**src/rtl/hazard_scoreboard.sv**
```systemverilog
// -----------------------------------------------------------------------------
// hazard_scoreboard
//
// Hazard and forwarding controller for the Selen 5-stage core
// (IF, DEC, EXE, MEM, WB).
//   * Keeps a shadow copy of in-flight destinations for EXE/MEM/WB.
//   * Registers the forwarding selects for the instruction entering EXE.
//   * Holds DEC for LD_STALL bubbles when a source depends on a recent load.
//   * Runs a RUN/FLUSH state machine that kills IF/DEC and DEC/EXE for
//     FLUSH_CYC cycles after a branch/jump redirect.
//   * Freezes all state on an instruction or data cache miss.
//
// Parameters:
//   RIDX_W    register index width
//   LD_STALL  bubbles after a load before a dependent may issue (1 or 2)
//   FLUSH_CYC kill cycles after a redirect (1..7)
//   CNT_W     perf counter width (only with HAZ_PERF_CNT_EN)
//
// Ports:
//   clk, rst_n            clock, synchronous active-low reset
//   dec_*_in              instruction currently in DEC (valid, sources,
//                         source-use flags, destination, write, load)
//   exe_redirect_in       branch taken / jump resolved in EXE
//   icache_stall_in       fetch miss
//   dcache_stall_in       MEM miss
//   enb_bus_out[3:0]      pipeline register enables
//                         [0]=IF/DEC [1]=DEC/EXE [2]=EXE/MEM [3]=MEM/WB
//   kill_bus_out[3:0]     pipeline register kills, same indexing
//   pc_stop_out           hold PC
//   issue_out             DEC instruction moves into EXE this cycle
//   fwd_rs1/rs2_sel_out   EXE operand source: 00 regfile, 01 MEM, 10 WB
//   flush_active_out      state machine is in FLUSH
//
// Optional build macro HAZ_PERF_CNT_EN adds saturating counters:
//   perf_lu_cnt_out, perf_flush_cnt_out, perf_cstall_cnt_out (CNT_W each).
// -----------------------------------------------------------------------------
module hazard_scoreboard #(
  parameter int RIDX_W    = 5,
  parameter int LD_STALL  = 1,
  parameter int FLUSH_CYC = 1,
  parameter int CNT_W     = 32
) (
  input  logic              clk,
  input  logic              rst_n,
  input  logic              dec_valid_in,
  input  logic [RIDX_W-1:0] dec_rs1_in,
  input  logic [RIDX_W-1:0] dec_rs2_in,
  input  logic              dec_rs1_use_in,
  input  logic              dec_rs2_use_in,
  input  logic [RIDX_W-1:0] dec_rd_in,
  input  logic              dec_we_in,
  input  logic              dec_ld_in,
  input  logic              exe_redirect_in,
  input  logic              icache_stall_in,
  input  logic              dcache_stall_in,
  output logic [3:0]        enb_bus_out,
  output logic [3:0]        kill_bus_out,
  output logic              pc_stop_out,
  output logic              issue_out,
  output logic [1:0]        fwd_rs1_sel_out,
  output logic [1:0]        fwd_rs2_sel_out,
  output logic              flush_active_out
`ifdef HAZ_PERF_CNT_EN
  ,
  output logic [CNT_W-1:0]  perf_lu_cnt_out,
  output logic [CNT_W-1:0]  perf_flush_cnt_out,
  output logic [CNT_W-1:0]  perf_cstall_cnt_out
`endif
);

  typedef enum logic {
    RUN   = 1'b0,
    FLUSH = 1'b1
  } state_t;

  typedef struct packed {
    logic              v;
    logic              we;
    logic              ld;
    logic [RIDX_W-1:0] rd;
  } shadow_t;

  localparam logic [1:0] FWD_RF  = 2'b00;
  localparam logic [1:0] FWD_MEM = 2'b01;
  localparam logic [1:0] FWD_WB  = 2'b10;

  // Counter preload: the redirect cycle itself is the first kill cycle.
  localparam logic [2:0] FLUSH_LOAD = 3'(FLUSH_CYC - 1);

  state_t     state, state_next;
  logic [2:0] flush_cnt, flush_cnt_next;

  shadow_t    exe_q, mem_q, wb_q;
  logic [1:0] fwd_rs1_q, fwd_rs2_q;

  logic cstall;
  logic rs1_exe, rs2_exe, rs1_mem, rs2_mem;
  logic lu_stall;
  logic issue;
  logic flush_kill;

  // ---------------------------------------------------------------------------
  // Dependency detection
  // ---------------------------------------------------------------------------
  function automatic logic src_match(input shadow_t              p,
                                     input logic [RIDX_W-1:0]    src,
                                     input logic                 use_src);
    // x0 is hard-wired zero, so a write to it is never a real dependency.
    return p.v && p.we && (p.rd == src) && (src != '0) && use_src;
  endfunction

  // Youngest producer wins. A load still in EXE has no data yet; that case
  // is held back by lu_stall, so it must never select the MEM bypass.
  function automatic logic [1:0] fwd_pick(input logic m_exe,
                                          input logic exe_is_ld,
                                          input logic m_mem);
    if (m_exe && !exe_is_ld) return FWD_MEM;
    else if (m_mem)          return FWD_WB;
    else                     return FWD_RF;
  endfunction

  assign cstall  = icache_stall_in | dcache_stall_in;

  assign rs1_exe = src_match(exe_q, dec_rs1_in, dec_rs1_use_in);
  assign rs2_exe = src_match(exe_q, dec_rs2_in, dec_rs2_use_in);
  assign rs1_mem = src_match(mem_q, dec_rs1_in, dec_rs1_use_in);
  assign rs2_mem = src_match(mem_q, dec_rs2_in, dec_rs2_use_in);

  assign lu_stall = dec_valid_in &
                    (((rs1_exe | rs2_exe) & exe_q.ld) |
                     ((LD_STALL == 2) & (rs1_mem | rs2_mem) & mem_q.ld));

  assign issue = dec_valid_in & ~cstall & ~lu_stall &
                 (state == RUN) & ~exe_redirect_in;

  // Either the redirect cycle itself or a remaining FLUSH cycle.
  assign flush_kill = exe_redirect_in | (state == FLUSH);

  // ---------------------------------------------------------------------------
  // Shadow pipeline and registered forwarding selects
  // ---------------------------------------------------------------------------
  // NOTE: sequential state is updated with non-blocking assignments so every
  // stage samples the pre-edge value of the stage before it.
  always_ff @(posedge clk) begin
    if (!rst_n) begin
      // NOTE: only the valid bits are reset; rd/we/ld are qualified by v and
      // are don't-care while v is low.
      exe_q.v   <= 1'b0;
      mem_q.v   <= 1'b0;
      wb_q.v    <= 1'b0;
      fwd_rs1_q <= FWD_RF;
      fwd_rs2_q <= FWD_RF;
    end else if (!cstall) begin
      wb_q     <= mem_q;
      mem_q    <= exe_q;
      exe_q.v  <= issue;
      exe_q.we <= dec_we_in;
      exe_q.ld <= dec_ld_in;
      exe_q.rd <= dec_rd_in;
      fwd_rs1_q <= issue ? fwd_pick(rs1_exe, exe_q.ld, rs1_mem) : FWD_RF;
      fwd_rs2_q <= issue ? fwd_pick(rs2_exe, exe_q.ld, rs2_mem) : FWD_RF;
    end
  end

  // ---------------------------------------------------------------------------
  // Flush state machine: state register
  // ---------------------------------------------------------------------------
  always_ff @(posedge clk) begin
    if (!rst_n) begin
      state     <= RUN;
      flush_cnt <= 3'd0;
    end else begin
      state     <= state_next;
      flush_cnt <= flush_cnt_next;
    end
  end

  // ---------------------------------------------------------------------------
  // Flush state machine: next state
  // ---------------------------------------------------------------------------
  // A redirect raised during a cache stall is held by its source (EXE is
  // frozen), so it is simply taken on the first non-stall cycle.
  always_comb begin
    // NOTE: defaults first so every path assigns every variable; no latches.
    state_next     = state;
    flush_cnt_next = flush_cnt;
    if (!cstall) begin
      unique case (state)
        RUN: begin
          if (exe_redirect_in) begin
            flush_cnt_next = FLUSH_LOAD;
            // FLUSH_CYC=1: the redirect cycle is the only kill cycle.
            if (FLUSH_LOAD != 3'd0) state_next = FLUSH;
          end
        end
        FLUSH: begin
          if (exe_redirect_in) begin
            flush_cnt_next = FLUSH_LOAD;
          end else begin
            flush_cnt_next = flush_cnt - 3'd1;
            if (flush_cnt_next == 3'd0) state_next = RUN;
          end
        end
        default: begin
          state_next     = RUN;
          flush_cnt_next = 3'd0;
        end
      endcase
    end
  end

  // ---------------------------------------------------------------------------
  // Flush state machine: outputs and pipeline control buses
  // Priority: reset, cache stall, redirect/flush, load-use, normal flow.
  // ---------------------------------------------------------------------------
  always_comb begin
    enb_bus_out      = 4'hF;
    kill_bus_out     = 4'h0;
    pc_stop_out      = 1'b0;
    issue_out        = issue;
    fwd_rs1_sel_out  = fwd_rs1_q;
    fwd_rs2_sel_out  = fwd_rs2_q;
    flush_active_out = (state == FLUSH);

    if (!rst_n) begin
      enb_bus_out      = 4'h0;
      kill_bus_out     = 4'hF;
      pc_stop_out      = 1'b1;
      issue_out        = 1'b0;
      fwd_rs1_sel_out  = FWD_RF;
      fwd_rs2_sel_out  = FWD_RF;
      flush_active_out = 1'b0;
    end else if (cstall) begin
      enb_bus_out  = 4'h0;
      kill_bus_out = 4'h0;
      pc_stop_out  = 1'b1;
    end else if (flush_kill) begin
      // PC keeps running so it can load the redirect target.
      kill_bus_out = 4'b0011;
    end else if (lu_stall) begin
      // Hold IF/DEC and PC, push a bubble into DEC/EXE, let older work drain.
      enb_bus_out  = 4'b1110;
      kill_bus_out = 4'b0010;
      pc_stop_out  = 1'b1;
    end
  end

`ifdef HAZ_PERF_CNT_EN
  // ---------------------------------------------------------------------------
  // Saturating performance counters
  // ---------------------------------------------------------------------------
  logic [CNT_W-1:0] lu_cnt, flush_cyc_cnt, cstall_cnt;

  function automatic logic [CNT_W-1:0] sat_inc(input logic [CNT_W-1:0] c);
    return (&c) ? c : c + CNT_W'(1);
  endfunction

  always_ff @(posedge clk) begin
    if (!rst_n) begin
      lu_cnt        <= '0;
      flush_cyc_cnt <= '0;
      cstall_cnt    <= '0;
    end else if (cstall) begin
      cstall_cnt <= sat_inc(cstall_cnt);
    end else begin
      if (lu_stall)   lu_cnt        <= sat_inc(lu_cnt);
      if (flush_kill) flush_cyc_cnt <= sat_inc(flush_cyc_cnt);
    end
  end

  assign perf_lu_cnt_out     = lu_cnt;
  assign perf_flush_cnt_out  = flush_cyc_cnt;
  assign perf_cstall_cnt_out = cstall_cnt;
`endif

endmodule

```
**config.mk**
```make
export PLATFORM = sky130hd
export DESIGN_NAME = hazard_scoreboard
export DESIGN_NICKNAME = d
export VERILOG_FILES = /design/src/rtl/hazard_scoreboard.sv
export SDC_FILE = /design/constraint.sdc
export NUM_CORES = 1
export LEC_CHECK = 0
export BUFFER_PORTS_ARGS = -buffer_cell sky130_fd_sc_hd__buf_2
export CORE_MARGIN = 1
export CORE_UTILIZATION = 40
export DETAILED_ROUTE_END_ITERATION = 8
export MAX_ROUTING_LAYER = met4
export PLACE_DENSITY = 0.67
export SLEW_MARGIN = 20
export SYNTH_ARGS = -nofsm -noshare
export SYNTH_HDL_FRONTEND = slang
export SYNTH_SLANG_ARGS = --single-unit
```
**constraint.sdc**
```tcl
create_clock -name clk -period 2.79 [get_ports clk]
set_clock_uncertainty 0.05 [all_clocks]
set_input_delay 0.558 -clock clk [delete_from_list [all_inputs] [get_ports clk]]
set_output_delay 0.558 -clock clk [all_outputs]
set_load 0.02 [all_outputs]
```
======== Yosys cells after proc, flatten, opt, wreduce, memory -nomap -nowiden ========
Cells that the tools add are included.
word-level totals
  register bits after elaboration ......... 23
  input port bits ......................... 25
  output and inout bits ................... 15
  logic and storage cells ................. 80
operators by class
  $add $sub $neg .......................... 1
  eq/ne operators ......................... 5
  mux-type cells .......................... 28
  bitwise gates (word level) .............. 13
  reduce and logical (&&, ||, !) cells .... 22
operator list
  cell                 count
  $mux 2               11
  $eq 5x5->1           4
  $logic_and 1x1->1    16
  $mux 4               3
  $mux 1               11
  $reduce_bool 5->1    2
  $and 1x1->1          6
  $mux 3               2
  $pmux 3 s2           1
  $not 1->1            4
  $reduce_and 2->1     2
  $logic_not 3->1      1
  $or 1x1->1           3
  $sub 3x1->3 const B  1
  $ne 2x2->1 const B   1
  $logic_not 1->1      1

======== Depth between registers and ports, before layout ========
Gate-level depths: netlist (run 1).
  word-level depth ........................ 12
  mapped depth ............................ 6
  gate-level depth less buffers ........... 5

======== Least setup slack after synthesis (run 1) ========
OpenSTA, ideal clock, no wires.
  path kind ............................... input to output
  start point ............................. in dec_rs1_in[1]
  end point ............................... out kill_bus_out[1]
  arrival ................................. 1.782 ns
  required time ........................... 2.182 ns
  setup slack ............................. 0.400 ns
  stages on the path ...................... 5
  buffers on the path ..................... 0
  cells stage by stage .................... xnor2_1 > nand2_1 > or4_4 > a21boi_4 > a31o_1
between the ends
  word-level cells in the longest chain between the ends .. 11
  elaborated cells between the ends (all ways) .. 12
  those cells by class .................... eq/ne (1); mux (4); bitwise (3); reduce/logical (4)
RTL lines
  what                              RTL line  source
  from (decl)                       46        input logic [RIDX_W-1:0] dec_rs1_in,
  $eq 5x5->1                        109       return p.v && p.we && (p.rd == src) && (src != '0) && use_src;
  $logic_and 1x1->1                 109
  $logic_and 1x1->1 * (2 in a row)  109
  $or 1x1->1 *                      130       (((rs1_exe | rs2_exe) & exe_q.ld) |
  $and 1x1->1 *                     130
  $and 1x1->1 *                     129       assign lu_stall = dec_valid_in &
  $mux 2 *                          240       end else if (lu_stall) begin
  $mux 2 *                          237       end else if (flush_kill) begin
  $mux 2 *                          233       end else if (cstall) begin
  $mux 4 *                          225       if (!rst_n) begin
  to (decl)                         57        output logic [3:0] kill_bus_out,
Mark *: on every way between the ends. The rest lies on a longest branch, timed or not.

======== Worst setup path in the final report (run 1) ========
  start point ............................. reg exe_q[3] (netlist name)
  end point ............................... out kill_bus_out[1]
between the ends
  word-level cells in the longest chain between the ends .. 11
  elaborated cells between the ends (all ways) .. 15
  those cells by class .................... eq/ne (2); mux (4); bitwise (3); reduce/logical (6)
RTL lines
  what                            RTL line  source
  from (decl)                     93        shadow_t exe_q, mem_q, wb_q;
  $eq 5x5->1                      109
  $logic_and 1x1->1 (3 in a row)  109
  $or 1x1->1 *                    130
  $and 1x1->1 *                   130
  $and 1x1->1 *                   129
  $mux 2 *                        240
  $mux 2 *                        237
  $mux 2 *                        233
  $mux 4 *                        225
Marks and branches as above.

==> results of run 1 <==
[power breakdown]
group	leakage (uW)	internal, uW	switching (uW)
Clock	0.0000177	53.6	96.2
Combinational	0.000406	42.3	49.1
Sequential	0.000200	365	7.39
[worst max-delay path, delay by kind of cell (launching register included)]
kind	cells	cell delay [ns]
compound gates	2	0.42
buf+inv	1	0.12
simple gates	2	0.62
xor+xnor	1	0.18
flops	1	0.51
[cell usage after synthesis]
library cell   n
or4_1          2
edfxtp_1      13
a2bb2oi_1      1
a31oi_1        1
ha_1           2
xnor2_2        2
inv_1          5
nor4_1         2
nand2_1       12
or2_2          2
xnor2_1       15
buf_4          3
and2_1         5
o21ai_0        4
nand3_1        4
nor2_1         7
clkbuf_1       2
or4_4          2
nand4b_1       1
o2bb2ai_1      4
nor3b_1        1
a21oi_1        4
xor2_1         4
dfxtp_1       10
nand3b_1       1
o311ai_0       2
a31o_1         1
nand4_1        4
a21o_2         1
a21boi_4       1
[metrics by stage]
step                power [uW]  utilization, %
global placement           465            50.9
detailed placement         467            50.9
floorplan                  430               -
CTS                        618            52.1
finish                     614            53.4
global route               645            53.4
[sequential cells by signal (all words and copies together), names as in the netlist]
signal / count
flush_cnt: 3
mem_q: 7
fwd_rs1_q: 2
exe_q: 8
fwd_rs2_q: 2
state: 1
[worst max-delay path by stage]
stage | end | depth (start not counted)
floorplan | kill_bus_out[1] | 5
global placement | kill_bus_out[1] | 7
detailed placement | kill_bus_out[1] | 7
CTS | kill_bus_out[1] | 6
global route | kill_bus_out[1] | 6
finish | kill_bus_out[1] | 6
[routing by layer]
metal  vias to the layer above  track usage (%)
met5                         -                -
met4                         0             7.14
met3                         4             2.23
met2                        38             24.8
met1                       464             22.2
li1                        500                -
[what timing repair did]
action / 4_1_cts / 5_1_grt
buffers inserted: 1 / 1
cloned: 0 / 0
pin swaps: 2 / 6
resized for setup: 0 / 6
endpoints found under the setup margin: 2 / 4
[final cells by class]
type                       count  area (um2)  share of cell area [%]
inverter                       5        18.8                    1.23
clock buffer                   3        22.5                    1.48
multi-input combinational     85         617                    40.5
sequential                    23         591                    38.8
timing repair buffer          42         230                    15.1
clock inverter                 1        5.00                   0.329
tap                           31        38.8                    2.55
[layout by cell type (no fill, tap or decap), types with 5 or more instances in the layout]
cell type	Yosys	routed
and2_1	5	5
buf_2	0	37
dfxtp_1	10	10
edfxtp_1	13	13
inv_1	5	5
nand2_1	12	12
nor2_1	7	7
xnor2_1	15	13
[cell families after synthesis]
logic type	Yosys count	synth area share (%)
and+or+nand+nor	43	18.9
DFF	23	47.6
xor gates and xnor gates	21	16.0
AOI/OAI and AO/OA	19	11.6
buffers and inverters	10	3.93
adders and majority gates	2	2.02
==> impl_metrics.py, run 1 <==
metrics = {
    "worst_setup_path": {
        "slowest_delay_ns": 0.54,
        "startpoint_type": "flip-flop",
        "r2r_cells": 7,
        "path_cells": "xnor2_2 > nand2_1 > or4_4 > a21boi_4 > a31o_1 > buf_6",
        "cp.required_ns": 2.18,
        "worstPathMaxFanout": 5,
        "cp-end-kind": "output pin",
        "arrival_ns": 2.15,
        "critical_path_class": "flip-flop to output pin",
        "setup.worst_path.start": "exe_q[3]",
        "crit_slowest_cell": "or4_4",
        "r2r_start": "exe_q[3]",
        "reg2reg_to": "exe_q[7]",
        "reg2reg_setup_slack_ns": 0.78,
    },
    "min_path": {
        "hold_path.class": "primary input to flip-flop",
        "holdPathStages": 1,
        "hold_path_end": "exe_q[0]",
        "hold_start": "dec_rd_in[0]",
    },
    "clock_tree": {
        "clock_latency_ns": 0.31,
        "clkSinkCount": 23,
        "hold_buffers": 0,
        "cts_inserted_buffers": 3,
        "cts_tree": "built",
        "cts_buffer_depth": 2,
        "path_clk_slew_ns": 0.12,
        "cts_max_level": 1,
        "root_buffer": "clkbuf_4",
    },
    "finish": {
        "area_growth_pct": 22.7,
        "fillCellCount": 277,
        "antenna_cells": 0,
        "final_cell_count_no_fill": 190,
        "fin_nets": 187,
        "drive_above_1_share_pct": 35.2,
        "design_area_mm2": 0.00152,
    },
    "placed_design": {
        "portBuffers": 39,
        "dp_hpwl_mm": 1.94,
        "dpl_cell_area_mm2": 0.00145,
        "post-place-ws_ns": 0.132,
        "gp_congestion": 0.844,
        "dp_cells": 184,
    },
    "logic_synthesis": {
        "syn_inst": 118,
        "synthTopCellsByArea": "edfxtp_1 (31%), dfxtp_1 (16%), xnor2_1 (11%), nand2_1 (3.6%), o2bb2ai_1 (2.8%)",
        "ys_ff_latch": 23,
        "syn-cell-area_mm2": 0.00124,
        "synth.distinct_cells": 30,
        "ys_seq_area_share_pct": 47.6,
        "syn_nets": 145,
        "syn_avg_cell_area_um2": 10.5,
        "yosysWarnings": 0,
        "synth_top_area_cell": "edfxtp_1",
        "synth_top_area_share_pct": 31.5,
    },
    "global_routing": {
        "track_usage_pct": 16.4,
        "grt_overflow": 0,
        "grt_pass1_vias": 938,
        "grt_pass1_wl_mm": 4.01,
        "grt_max_degree": 14,
        "antenna_found_initial": 0,
    },
    "sta": {
        "finalHoldViolations": 0,
        "worst_slack_ns": 0.0277,
        "fin_crit_sh_pct": 99.0,
        "relSlewSlack_pct": 72.6,
        "rsz0062_at_grt": "true",
        "whs_ns": 0.362,
        "drv_slew": 0,
        "setup_violations": 0,
        "fin_setup_tns_ns": 0,
        "timing.fmax_mhz": 362,
        "tightest_slew_ns": 0.406,
        "period_minus_slack_ns": 2.76,
    },
    "routing": {
        "route.met2.wl_mm": 1.10,
        "drt_iter0_markers": 27,
        "remaining_drc_errors": 4,
        "m1WireLength_mm": 1.20,
        "dr.pass1.iters": 6,
        "wl_per_cell_um": 13.1,
        "routed_wl_mm": 2.49,
        "dr_total_vias": 1006,
        "ant_nets": 0,
        "top_layer_used": "met4",
        "met3_length_um": 153,
        "via_per_inst": 5.29,
    },
    "floorplan": {
        "start_util_pct": 43.5,
        "coreArea_mm2": 0.00285,
        "die_w_um": 57.7,
        "io_pins": 40,
        "num_rows": 19,
        "fp.dieH_um": 57.7,
        "die_area_mm2": 0.00333,
    },
    "pwr": {
        "vdd_drop_max_uv": 244,
        "p_leak_uw": 0.000623,
        "powerDensity_mw_per_mm2": 403,
    },
    "outcome": {
        "status": "complete, but fails checks",
        "failed_checks": "design-rule violations",
    },
    "run": {
        "maxCapViolCount": 0,
    },
}
(Power assumes the default switching activity.)
==> run 2, diff against run 1 <==
Settings changed: CORE_UTILIZATION 40 to 33, PLACE_DENSITY 0.67 to 0.58.
==> run 2 against run 1 <==
Against the previous run: sequential power hardly changed; global-route usage fell by 1.7 points; total power grew 9.7%; setup slack gained 0.041 ns; the flow now finishes without violations; clock-buffer cell count up 1; design area is 2.4% higher; cell count grew 7.9%.
==> impl_metrics.py, run 2 (synthesis gave the netlist of run 1 again) <==
metrics = {
    "outcome": {
        "status": "complete, no violations",
    },
    "finish": {
        "top_register": "exe_q",
        "area_growth_pct": 25.6,
        "final_cell_count_no_fill": 205,
        "drive_above_1_share_pct": 35.2,
        "fin_nets": 187,
        "largest_register_ffs": 8,
        "largestRegisters": "exe_q x8, mem_q x7, flush_cnt x3",
        "design_area_mm2": 0.00156,
        "layout_commonest_cell": "buf_2",
        "antenna_cells": 0,
        "final_cell_mix": "buf_2 (37), edfxtp_1 (13), nand2_1 (12), xnor2_1 (12), dfxtp_1 (10)",
        "final_util_pct": 44.9,
    },
    "floorplan": {
        "io_pins": 40,
        "fp.dieH_um": 63.3,
        "start_util_pct": 35.8,
        "die_w_um": 63.3,
        "coreArea_mm2": 0.00347,
        "die_area_mm2": 0.00401,
        "num_rows": 21,
    },
    "min_path": {
        "hold_start": "mem_q[7]",
        "holdPathStages": 2,
        "hold_path_end": "mem_q[7]",
        "hold_path.class": "flip-flop to flip-flop",
    },
    "worst_setup_path": {
        "critical_path_class": "flip-flop to output pin",
        "cp-end-kind": "output pin",
        "cp.required_ns": 2.18,
        "r2r_start": "exe_q[4]",
        "startpoint_type": "flip-flop",
        "reg2reg_to": "exe_q[7]",
        "worstPathMaxFanout": 7,
        "reg2reg_setup_slack_ns": 0.97,
        "arrival_ns": 2.11,
        "r2r_cells": 5,
    },
    "pwr": {
        "powerDensity_mw_per_mm2": 432,
        "p_sw_uw": 162,
        "pwr-share-seq_pct": 55.4,
        "sw_frac_of_total_pct": 24.0,
        "combPwrFrac_pct": 14.0,
        "clock_power_share_pct": 30.7,
        "power.internal_uw": 512,
        "p_leak_uw": 0.000629,
        "fin_total_pwr_uw": 674,
        "vdd_drop_max_uv": 332,
    },
    "sta": {
        "period_minus_slack_ns": 2.72,
        "tightest_slew_ns": 0.451,
        "setup_violations": 0,
        "relSlewSlack_pct": 69.5,
        "worst_slack_ns": 0.0687,
        "drv_slew": 0,
        "timing.fmax_mhz": 367,
        "fin_crit_sh_pct": 97.5,
        "rsz0062_at_grt": "true",
        "finalHoldViolations": 0,
    },
    "global_routing": {
        "grt_overflow": 0,
        "grt.met1_usage_pct": 18.1,
        "antenna_found_initial": 0,
        "use_met2_pct": 22.5,
        "grt_use_met3_pct": 4.89,
        "busiest_layer": "met2",
        "grt_max_degree": 13,
        "grt_pass1_vias": 989,
        "track_usage_pct": 14.7,
        "grt_pass1_wl_mm": 4.40,
    },
    "routing": {
        "remaining_drc_errors": 0,
        "drt_iter0_markers": 56,
        "ant_nets": 0,
        "dr_total_vias": 980,
        "dr.pass1.iters": 4,
        "routed_wl_mm": 2.59,
        "wl_per_cell_um": 12.6,
        "via_per_inst": 4.78,
    },
    "clock_tree": {
        "cts_tree": "built",
        "cts_inserted_buffers": 3,
        "root_buffer": "clkbuf_8",
        "cts_max_level": 1,
        "cts_buffer_depth": 2,
        "clkSinkCount": 23,
        "clock_latency_ns": 0.26,
        "path_clk_slew_ns": 0.08,
    },
    "placed_design": {
        "dp_cells": 199,
        "dp_hpwl_mm": 2.01,
        "portBuffers": 39,
        "post-place-ws_ns": 0.0976,
        "gp_congestion": 0.871,
        "dpl_cell_area_mm2": 0.00147,
    },
    "run": {
        "maxCapViolCount": 0,
    },
}
run 2: cell count changes in the layout (fill, tap and decap cells not counted), sizes merged:
cell    delta
clkbuf     +1
clkinv     -1
run 2: worst max path at each step:
stage	from	endpoint	slack [ns]	cells past startpoint
after floorplan	dec_rs1_in[1]	kill_bus_out[1]	0.40	5
after global placement	dec_rs2_in[4]	kill_bus_out[1]	0.15	7
after detailed placement	dec_rs1_in[2]	kill_bus_out[1]	0.1	7
after CTS	exe_q[2]	kill_bus_out[1]	0.01	6
after global routing	exe_q[4]	kill_bus_out[1]	-0.03	6
final	exe_q[4]	kill_bus_out[1]	0.07	6
run 2: layer usage:
metal	wire length, um	share of wire, %	up-vias
met3	127	4.9	4
met2	1160	45	35
met1	1270	49	442
li1	-	-	499
met4	32	1.2	0
met5	0	0	-
run 2: cell type report:
| type | count | area, um2 |
|---|---|---|
| clock buffer | 4 | 45.0 |
| fill | 349 | 1910 |
| inverter | 5 | 18.8 |
| multi-input combinational | 85 | 624 |
| sequential | 23 | 591 |
| tap | 46 | 57.6 |
| timing repair buffer | 42 | 223 |
run 2: per-stage QoR:
| stage | hold slack [ns] | TNS (ns) |
|---|---|---|
| global route | 0.395 | -0.0388 |
| detailed placement | 0.402 | 0 |
| CTS | 0.403 | 0 |
| finish | 0.412 | 0 |
| global placement | 0.395 | 0 |
| floorplan | 0.387 | 0 |
run 2: timing repair:
action	CTS	global route
setup endpoints to repair	0	3
buffers inserted	0	2
hold buffers	0	0
gates resized for setup	0	5
run 2: power by group through the flow:
stage / clock (uW) / combinational (uW) / sequential (uW)
2_1_floorplan: 0 / 51.8 / 378
3_3_place_gp: 0 / 85.9 / 380
3_5_place_dp: 0 / 87.2 / 380
4_1_cts: 217 / 87.3 / 372
5_1_grt: 232 / 103 / 374
6_report: 207 / 94.1 / 373
run 2: critical path: stages, from the launching register on:
cell      delay (ns)
edfxtp_1        0.45
xnor2_1         0.18
nand2_1         0.10
or4_4           0.56
a21boi_4        0.25
a31o_1          0.18
buf_4           0.13
